<file path="src/rtl/ball_motion.sv">
// Ball position integrator: decodes the 4-bit direction into per-axis velocity and advances x/y (Q13.8) once
// per motion tick, with wall clamping, goal re-centring and a serve hold. Optional macro: BALL_SPEEDUP_EN.
module ball_motion #(
   parameter int FIELD_W    = 2560,
   parameter int FIELD_H    = 1920,
   parameter int TICK_DIV   = 4,
   parameter int HOLD_TICKS = 60,
   parameter int SPEED_MAX  = 32
) (
   input  logic        clk,
   input  logic        rst,
   input  logic [3:0]  direction,
   input  logic [12:0] move_speed,
   input  logic [12:0] size,
   input  logic        goal_p1,
   input  logic        goal_p2,
   output logic [12:0] x,
   output logic [12:0] y,
   output logic        moving,
   output logic        tick,
   output logic [12:0] cur_speed
);
   localparam int DIV_W  = $clog2(TICK_DIV);
   localparam int HOLD_W = $clog2(HOLD_TICKS + 1);

   typedef enum logic [1:0] {HOLD, RUN, GOAL} state_t;

   state_t              state_reg, state_next;
   logic [DIV_W-1:0]    div_reg;
   logic [HOLD_W-1:0]   hold_reg, hold_next;
   logic [20:0]         px_reg, py_reg, px_next, py_next;
   logic signed [9:0]   cx, cy;
   logic signed [22:0]  prod_x, prod_y;
   logic signed [15:0]  x_hi, y_hi;
   logic                goal_any, step_en;

   // round(256*sin(d*22.5 deg)); the y component reuses it a quarter turn ahead
   function automatic logic signed [9:0] sin_lut(input logic [3:0] d);
      logic signed [9:0] v;
      case (d)
         4'd0:    v = 10'sd0;
         4'd1:    v = 10'sd98;
         4'd2:    v = 10'sd181;
         4'd3:    v = 10'sd237;
         4'd4:    v = 10'sd256;
         4'd5:    v = 10'sd237;
         4'd6:    v = 10'sd181;
         4'd7:    v = 10'sd98;
         4'd8:    v = 10'sd0;
         4'd9:    v = -10'sd98;
         4'd10:   v = -10'sd181;
         4'd11:   v = -10'sd237;
         4'd12:   v = -10'sd256;
         4'd13:   v = -10'sd237;
         4'd14:   v = -10'sd181;
         default: v = -10'sd98;
      endcase
      return v;
   endfunction

   // Add the velocity step and clamp the integer part onto [lo, hi]; negative sums clamp to lo
   function automatic logic [20:0] step_axis(input logic [20:0] pos, input logic signed [22:0] prod,
                                             input logic [12:0] lo, input logic signed [15:0] hi);
      logic signed [23:0] sum;
      logic signed [15:0] ipart;
      logic [20:0]        res;
      sum   = $signed({3'b000, pos}) + $signed({prod[22], prod});
      ipart = sum[23:8];
      if (ipart < $signed({3'b000, lo}))
         res = {lo, 8'h00};
      else if (ipart > hi)
         res = {hi[12:0], 8'h00};
      else
         res = sum[20:0];
      return res;
   endfunction

   assign cx       = sin_lut(direction);
   assign cy       = -sin_lut(direction + 4'd4);
   assign prod_x   = $signed({1'b0, cur_speed}) * cx;
   assign prod_y   = $signed({1'b0, cur_speed}) * cy;
   assign x_hi     = 16'(FIELD_W) - $signed({3'b000, size});
   assign y_hi     = 16'(FIELD_H) - $signed({3'b000, size});
   assign goal_any = goal_p1 | goal_p2;
   assign step_en  = (state_reg == RUN) && tick && !goal_any;

   assign tick   = (div_reg == DIV_W'(TICK_DIV - 1));
   assign moving = (state_reg == RUN);
   assign x      = px_reg[20:8];
   assign y      = py_reg[20:8];

   always_ff @(posedge clk) begin
      if (rst) begin
         div_reg   <= '0;
         state_reg <= HOLD;
         hold_reg  <= '0;
         px_reg    <= {13'(FIELD_W / 2), 8'h00};
         py_reg    <= {13'(FIELD_H / 2), 8'h00};
      end else begin
         div_reg   <= tick ? '0 : div_reg + 1'b1;
         state_reg <= state_next;
         hold_reg  <= hold_next;
         px_reg    <= px_next;
         py_reg    <= py_next;
      end
   end

   always_comb begin
      state_next = state_reg;
      hold_next  = hold_reg;
      px_next    = px_reg;
      py_next    = py_reg;
      case (state_reg)
         HOLD: begin
            if (tick) begin
               if (hold_reg == HOLD_W'(HOLD_TICKS - 1)) begin
                  state_next = RUN;
                  hold_next  = '0;
               end else begin
                  hold_next = hold_reg + 1'b1;
               end
            end
         end
         RUN: begin
            if (goal_any) begin
               state_next = GOAL;
            end else if (step_en) begin
               px_next = step_axis(px_reg, prod_x, size, x_hi);
               py_next = step_axis(py_reg, prod_y, size, y_hi);
            end
         end
         GOAL: begin
            state_next = HOLD;
            hold_next  = '0;
            px_next    = {13'(FIELD_W / 2), 8'h00};
            py_next    = {13'(FIELD_H / 2), 8'h00};
         end
         default: state_next = HOLD;
      endcase
   end

`ifdef BALL_SPEEDUP_EN
   logic [12:0] speed_reg;
   logic [1:0]  last_sign_reg;   // {negative, positive} x-sign seen on the previous stepping tick
   logic        cx_neg, cx_pos, flip;

   assign cx_neg    = (cx < 0);
   assign cx_pos    = (cx > 0);
   assign flip      = (cx_neg && last_sign_reg[0]) || (cx_pos && last_sign_reg[1]);
   assign cur_speed = speed_reg;

   always_ff @(posedge clk) begin
      if (rst || state_reg == GOAL) begin
         speed_reg     <= move_speed;
         last_sign_reg <= 2'b00;
      end else if (step_en) begin
         last_sign_reg <= {cx_neg, cx_pos};
         if (flip && speed_reg < 13'(SPEED_MAX))
            speed_reg <= speed_reg + 1'b1;
      end
   end
`else
   assign cur_speed = move_speed;
`endif

endmodule
</file>
<file path="config.mk">
export PLATFORM = sky130hd
export DESIGN_NAME = ball_motion
export DESIGN_NICKNAME = d
export VERILOG_FILES = /design/src/rtl/ball_motion.sv
export SDC_FILE = /design/constraint.sdc
export NUM_CORES = 1
export LEC_CHECK = 0
export CAP_MARGIN = 25
export CELL_PAD_IN_SITES_DETAIL_PLACEMENT = 2
export CELL_PAD_IN_SITES_GLOBAL_PLACEMENT = 2
export CORE_MARGIN = 2
export CORE_UTILIZATION = 30
export DETAILED_ROUTE_END_ITERATION = 8
export PLACE_DENSITY_LB_ADDON = 0.1
export REMOVE_ABC_BUFFERS = 1
export SLEW_MARGIN = 30
export SYNTH_ARGS = -nofsm -noshare
export SYNTH_HDL_FRONTEND = slang
export SYNTH_SLANG_ARGS = --single-unit
</file>
<file path="constraint.sdc">
create_clock -name clk -period 31.7 [get_ports clk]
set_input_delay 6.34 -clock clk [delete_from_list [all_inputs] [get_ports clk]]
set_output_delay 6.34 -clock clk [all_outputs]
set_load 0.01 [all_outputs]
</file>
## After elaboration in Yosys (flattened, before gate mapping)

Memories as Yosys holds them, arrays and structs flattened.
Index checks and enable logic that the tools add are counted.

- Logic and storage cells: 58
- Output and inout bits: 41
- Memories: 2
- Bits in read-only memories: 320
- Register bits after elaboration: 52
- Bits of input ports: 34

Memories:

| memory | words | bits a word | rd ports | clocked after memory_dff | write ports | line | RTL |
|---|---|---|---|---|---|---|---|
| (no name shown) | 16 | 10 | 1 | 0 | 0 | 40 | `case (d)` |
| (no name shown) | 16 | 10 | 1 | 0 | 0 | 40 |  |

- Eq/ne operators: 9
- Reductions and logical operators: 10
- Add/subtract/negate cells: 8
- Order comparisons: 4
- Multiplexer cells: 17
- Bitwise logic cells: 1
- $mul: 2

Operators by type and width:

| cell | number |
|---|---|
| two-way mux 21 bit | 8 |
| case mux 21 bit (2 select lines) | 2 |
| adder 22 x 23 -> 24 bit | 2 |
| multiplier 14 x 10 -> 23 bit | 2 |
| greater-than comparator 16 x 14 -> 1 bit | 2 |
| less-than comparator 16 x 14 -> 1 bit | 2 |
| subtractor 11 x 13 -> 14 bit (first input constant) | 1 |
| subtractor 12 x 13 -> 14 bit (first input constant) | 1 |
| two-way mux 6 bit | 2 |
| case mux 6 bit (2 select lines) | 1 |
| negator 10 bit | 1 |
| adder 6 x 1 -> 6 bit (second input constant) | 1 |
| equality test 6 bit (second input constant) | 1 |
| two-way mux 2 bit | 3 |
| inequality test 2 bit (second input constant) | 3 |
| AND reduction 3 bit | 2 |
| adder 4 x 3 -> 4 bit (second input constant) | 1 |
| equality test 2 bit (second input constant) | 2 |
| inequality test 2 x 1 -> 1 bit (second input constant) | 2 |
| case mux 2 bit (2 select lines) | 1 |
| nonzero test 2 bit | 2 |
| adder 2 x 1 -> 2 bit (second input constant) | 1 |
| equality test 2 x 1 -> 1 bit (second input constant) | 1 |
| logical AND 1 bit | 2 |
| 5 further kinds | 5 |

## Longest topological paths before layout

An unclocked memory read counts as a cell.

- Word-level depth: 11
- Depth in mapped cells: 53

## Worst setup path before layout

No wires, ideal clock.

- Kind: in2reg
- Start point: input direction[2]
- End point: register py_reg[20]
- Stages on the path: 49
- Data required time: 31583 ps
- Library setup time: 117 ps
- Arrival: 16414 ps
- Slack: 15169 ps
- Cells stage by stage: buf_2 -> buf_1 -> nand2_1 -> nor3b_1 -> a31oi_1 -> ha_1 -> nor3b_1 -> nand2_1 -> xnor2_1 -> a21oi_1 -> nor2_1 -> a221oi_1 -> clkbuf_1 -> nand2_1 -> fa_1 -> fa_1 -> inv_1 -> fa_1 -> (+13 left out) -> clkbuf_1 -> a21o_1 -> a21oi_1 -> nor2b_1 -> o41ai_1 -> a21oi_1 -> a21oi_1 -> ha_1 -> nand4_1 -> nor2_1 -> and4_1 -> o21ai_1 -> o2111ai_1 -> mux2_2 -> clkbuf_1 -> mux2i_1 -> mux2i_1 -> a22o_1

- Cells in the longest elaborated chain, start to end: 11

Ends and longest elaborated chain:

| item | line | RTL |
|---|---|---|
| start: declaration | 12 | `input logic [3:0] direction,` |
| adder 4 x 3 -> 4 bit (*) | 79 | `assign cy = -sin_lut(direction + 4'd4);` |
| memory (16 x 10 bit) (*) | - |  |
| negator 10 bit (*) | 79 |  |
| multiplier 14 x 10 -> 23 bit (*) | 81 | `assign prod_y = $signed({1'b0, cur_speed}) * cy;` |
| adder 22 x 23 -> 24 bit (*) | 67 | `sum = $signed({3'b000, pos}) + $signed({prod[22], prod});` |
| greater-than comparator 16 x 14 -> 1 bit | 71 | `else if (ipart > hi)` |
| two-way mux 21 bit | 71 |  |
| two-way mux 21 bit (*) | 69 | `if (ipart < $signed({3'b000, lo}))` |
| two-way mux 21 bit (*) | 127 | `end else if (step_en) begin` |
| two-way mux 21 bit (*) | 125 | `if (goal_any) begin` |
| case mux 21 bit (2 select lines) (*) | 113 | `case (state_reg)` |
| end signal: assignment | 98 | `py_reg <= {13'(FIELD_H / 2), 8'h00};` |
| end signal: assignment | 104 | `py_reg <= py_next;` |
| end: declaration | 31 | `logic [20:0] px_reg, py_reg, px_next, py_next;` |

Mark *: on every way between the ends. The rest lies on a longest branch, timed or not. The select of a mux whose other input is x is not followed.
A chain may end at the register's enable or synchronous reset.

## Worst setup path in the final report

- Start point: input direction[0]
- End point: register py_reg[13]

Same word-level chain as after synthesis.

==> results.toml <==
[critical_path]
setup.worst_path.end_class = "register"
cpPeakStageDelay_ns = 0.67
cp.required_ns = 31.92
rr_endpoint = "px_reg[15]$_SDFFE_PP0P_"
r2r_start = "px_reg[0]$_SDFFE_PP0P_"
crit_top_cell = "a21oi_1"
timing_worst_setup_path_type = "primary input to register"
crit_fanout = 22
rrSetupSlack_ns = 26.09
crit_path_top_delay_cell = "clkdlybuf4s50_1"
rr_worst_depth = 20
setup.worst_path.start_class = "primary input"
worstPathArrival_ns = 18.70

[grt]
grt_pass1_wl_mm = 85.8
antenna_found_initial = 0
grt_use_total = 0.200
grt_max_degree = 33
grt_pass1_vias = 14800
grt_overflow = 0

[layout]
antennaDiodeCount = 0
register_area_sq_um = 1040
fin_cells = 2623
syn2layout_area_growth_pct = 8.83
drive_above_1_share = 0.0450
fin_nets = 2391
fillers = 6009
multi_input_area_sq_um = 13300

[placement]
placedCellCount = 2614
gp_congestion = 0.806
place.detailed.hpwl_mm = 43.2
io_buffers = 74

[floorplan]
ioPinCount = 75
die_height_um = 234
core_sq_um = 52600
dieWidth_um = 234
start_util = 0.303
rows = 84
dieArea_sq_um = 55000

[timing]
report.final.setup_viol = 0
period_share = 0.583
tns_ns = 0
fmax_mhz = 54.1
hold_viol = 0
rsz0062_at_grt = "false"
maxSlewHeadroom = 0.367
slew_viol_final = 0
fin_crit_ns = 18.48
worstMarginPinSlew_ns = 0.946
fin_skew_ns = 0.0133

[clock_tree]
htree_levels = 2
cts_setup_buffers = 0
clock_path_buffers = 2
holdBufCountCts = 0
cts_tree = "done"
cts_num_sinks = 52
clk_pin_slew_ns = 0.08
cts_made_buffers = 5
clock_latency_ns = 0.33
ctsResizeCount = 0
cts_root_buf = "clkbuf_16"

[route]
vias_per_cell = 5.06
drtAntennaViolNets = 0
wire_per_inst_um = 20.3
finalWirelength_mm = 53.2
drt-pass1-iter-count = 4
route.detailed.drc = 0
drtIter0Drc = 474
vias = 13300

[hold_path]
hold_path_depth = 1
hold_class = "register to register"
hold_end = "div_reg[0]$_SDFF_PP0_"
min_from = "div_reg[0]$_SDFF_PP0_"

[synth]
synth_edf_count = 0
synth_ff_type = "dfxtp_1"
ys_top_cells_by_area = "fa_1 (22%), ha_1 (19%), dfxtp_1 (6.5%)"
synth_area_sq_um = 15900
synth.most_common_cell = "inv_1"
synth.distinct_cells = 82
synth_warnings = 0
yosysTopAreaCell = "fa_1"
postSynthAreaPerCell_sq_um = 8.23
async_reset_ff_frac = 0
synth_commonest_cells = "inv_1 (263), ha_1 (247), fa_1 (176)"
synth_cells = 1936
seq_area_frac_synth = 0.0653
synth_top_area_frac = 0.221
ys_ff_latch = 52

[flow_run]
max-cap-violations = 0

[outcome]
status = "completed"
## metal layers
layer  GRT usage  vias up  wire (um)
met4      0.0350        0        676
li1            -     6386          -
met1       0.278     6751      26100
met2       0.348      104      25700
met3     0.00969       26        775
met5           0        -          0
## placed cells by master, fill, tap and decap left out, types with 23 or more instances in the layout
master and count:
inv_1 263, ha_1 247, fa_1 176, nand2_1 165
nor2_1 122, a21oi_1 88, and2_1 86, xnor2_1 76
clkdlybuf4s50_1 74, nor2b_1 66, dfxtp_1 52, o21ai_0 42
a21o_1 33, mux2i_1 30, buf_4 28, o21ai_1 27
xor2_1 26, nand2b_1 25, o21a_1 23
## cell type report
type | instances | share of cell area
inverters | 264 | 0.0571
well taps | 688 | 0.0496
clock buffers | 7 | 0.00822
flip-flops and latches | 52 | 0.0600
repair buffers | 103 | 0.0555
clock inverters | 1 | 0.000433
multi-input cells | 1508 | 0.769
## cells by family after synthesis
| logic type | after synthesis | synth area share |
|---|---|---|
| XOR/XNOR | 102 | 0.0561 |
| adder cells (fa/ha/maj) | 423 | 0.415 |
| AND/OR/NAND/NOR | 598 | 0.189 |
| flip-flops | 52 | 0.0653 |
| multiplexers | 44 | 0.0299 |
| AO/OA/AOI/OAI | 341 | 0.146 |
| buffers and inverters | 376 | 0.0994 |
## worst max path at each step
| stage | start | endpoint | slack, ns |
|---|---|---|---|
| after floorplan | direction[0] | py_reg[13]$_SDFFE_PP0P_ | 15.02 |
| after global placement | direction[0] | py_reg[13]$_SDFFE_PP0P_ | 13.28 |
| after detailed placement | direction[0] | py_reg[13]$_SDFFE_PP0P_ | 12.91 |
| after CTS | direction[0] | py_reg[13]$_SDFFE_PP0P_ | 13.21 |
| after global routing | direction[0] | py_reg[13]$_SDFFE_PP0P_ | 12.44 |
| final | direction[0] | py_reg[13]$_SDFFE_PP0P_ | 13.22 |
## critical path: cells and delay by family
family	cells	cell delay [ns]
xor+xnor	2	0.43
buf+inv	7	1.37
simple gates	10	1.62
fa+ha+maj	10	4.24
compound gates	15	3.20
mux	3	1.49
## metrics by stage
stage                     cell area (sq um)  hold WS (ns)  setup slack (ns)   util
after detailed placement              17200         0.430             12.91  0.327
after floorplan                       15300         0.403             15.02      -
after CTS                             17300         0.447             13.21  0.330
after global routing                  17300         0.479             12.44  0.330
final                                 17300         0.438             13.22  0.330
after global placement                17200         0.414             13.28  0.327
Power is left out: the tool's default activity adds up to more than one toggle a clock period on the data nets, which glitch-free logic cannot reach.
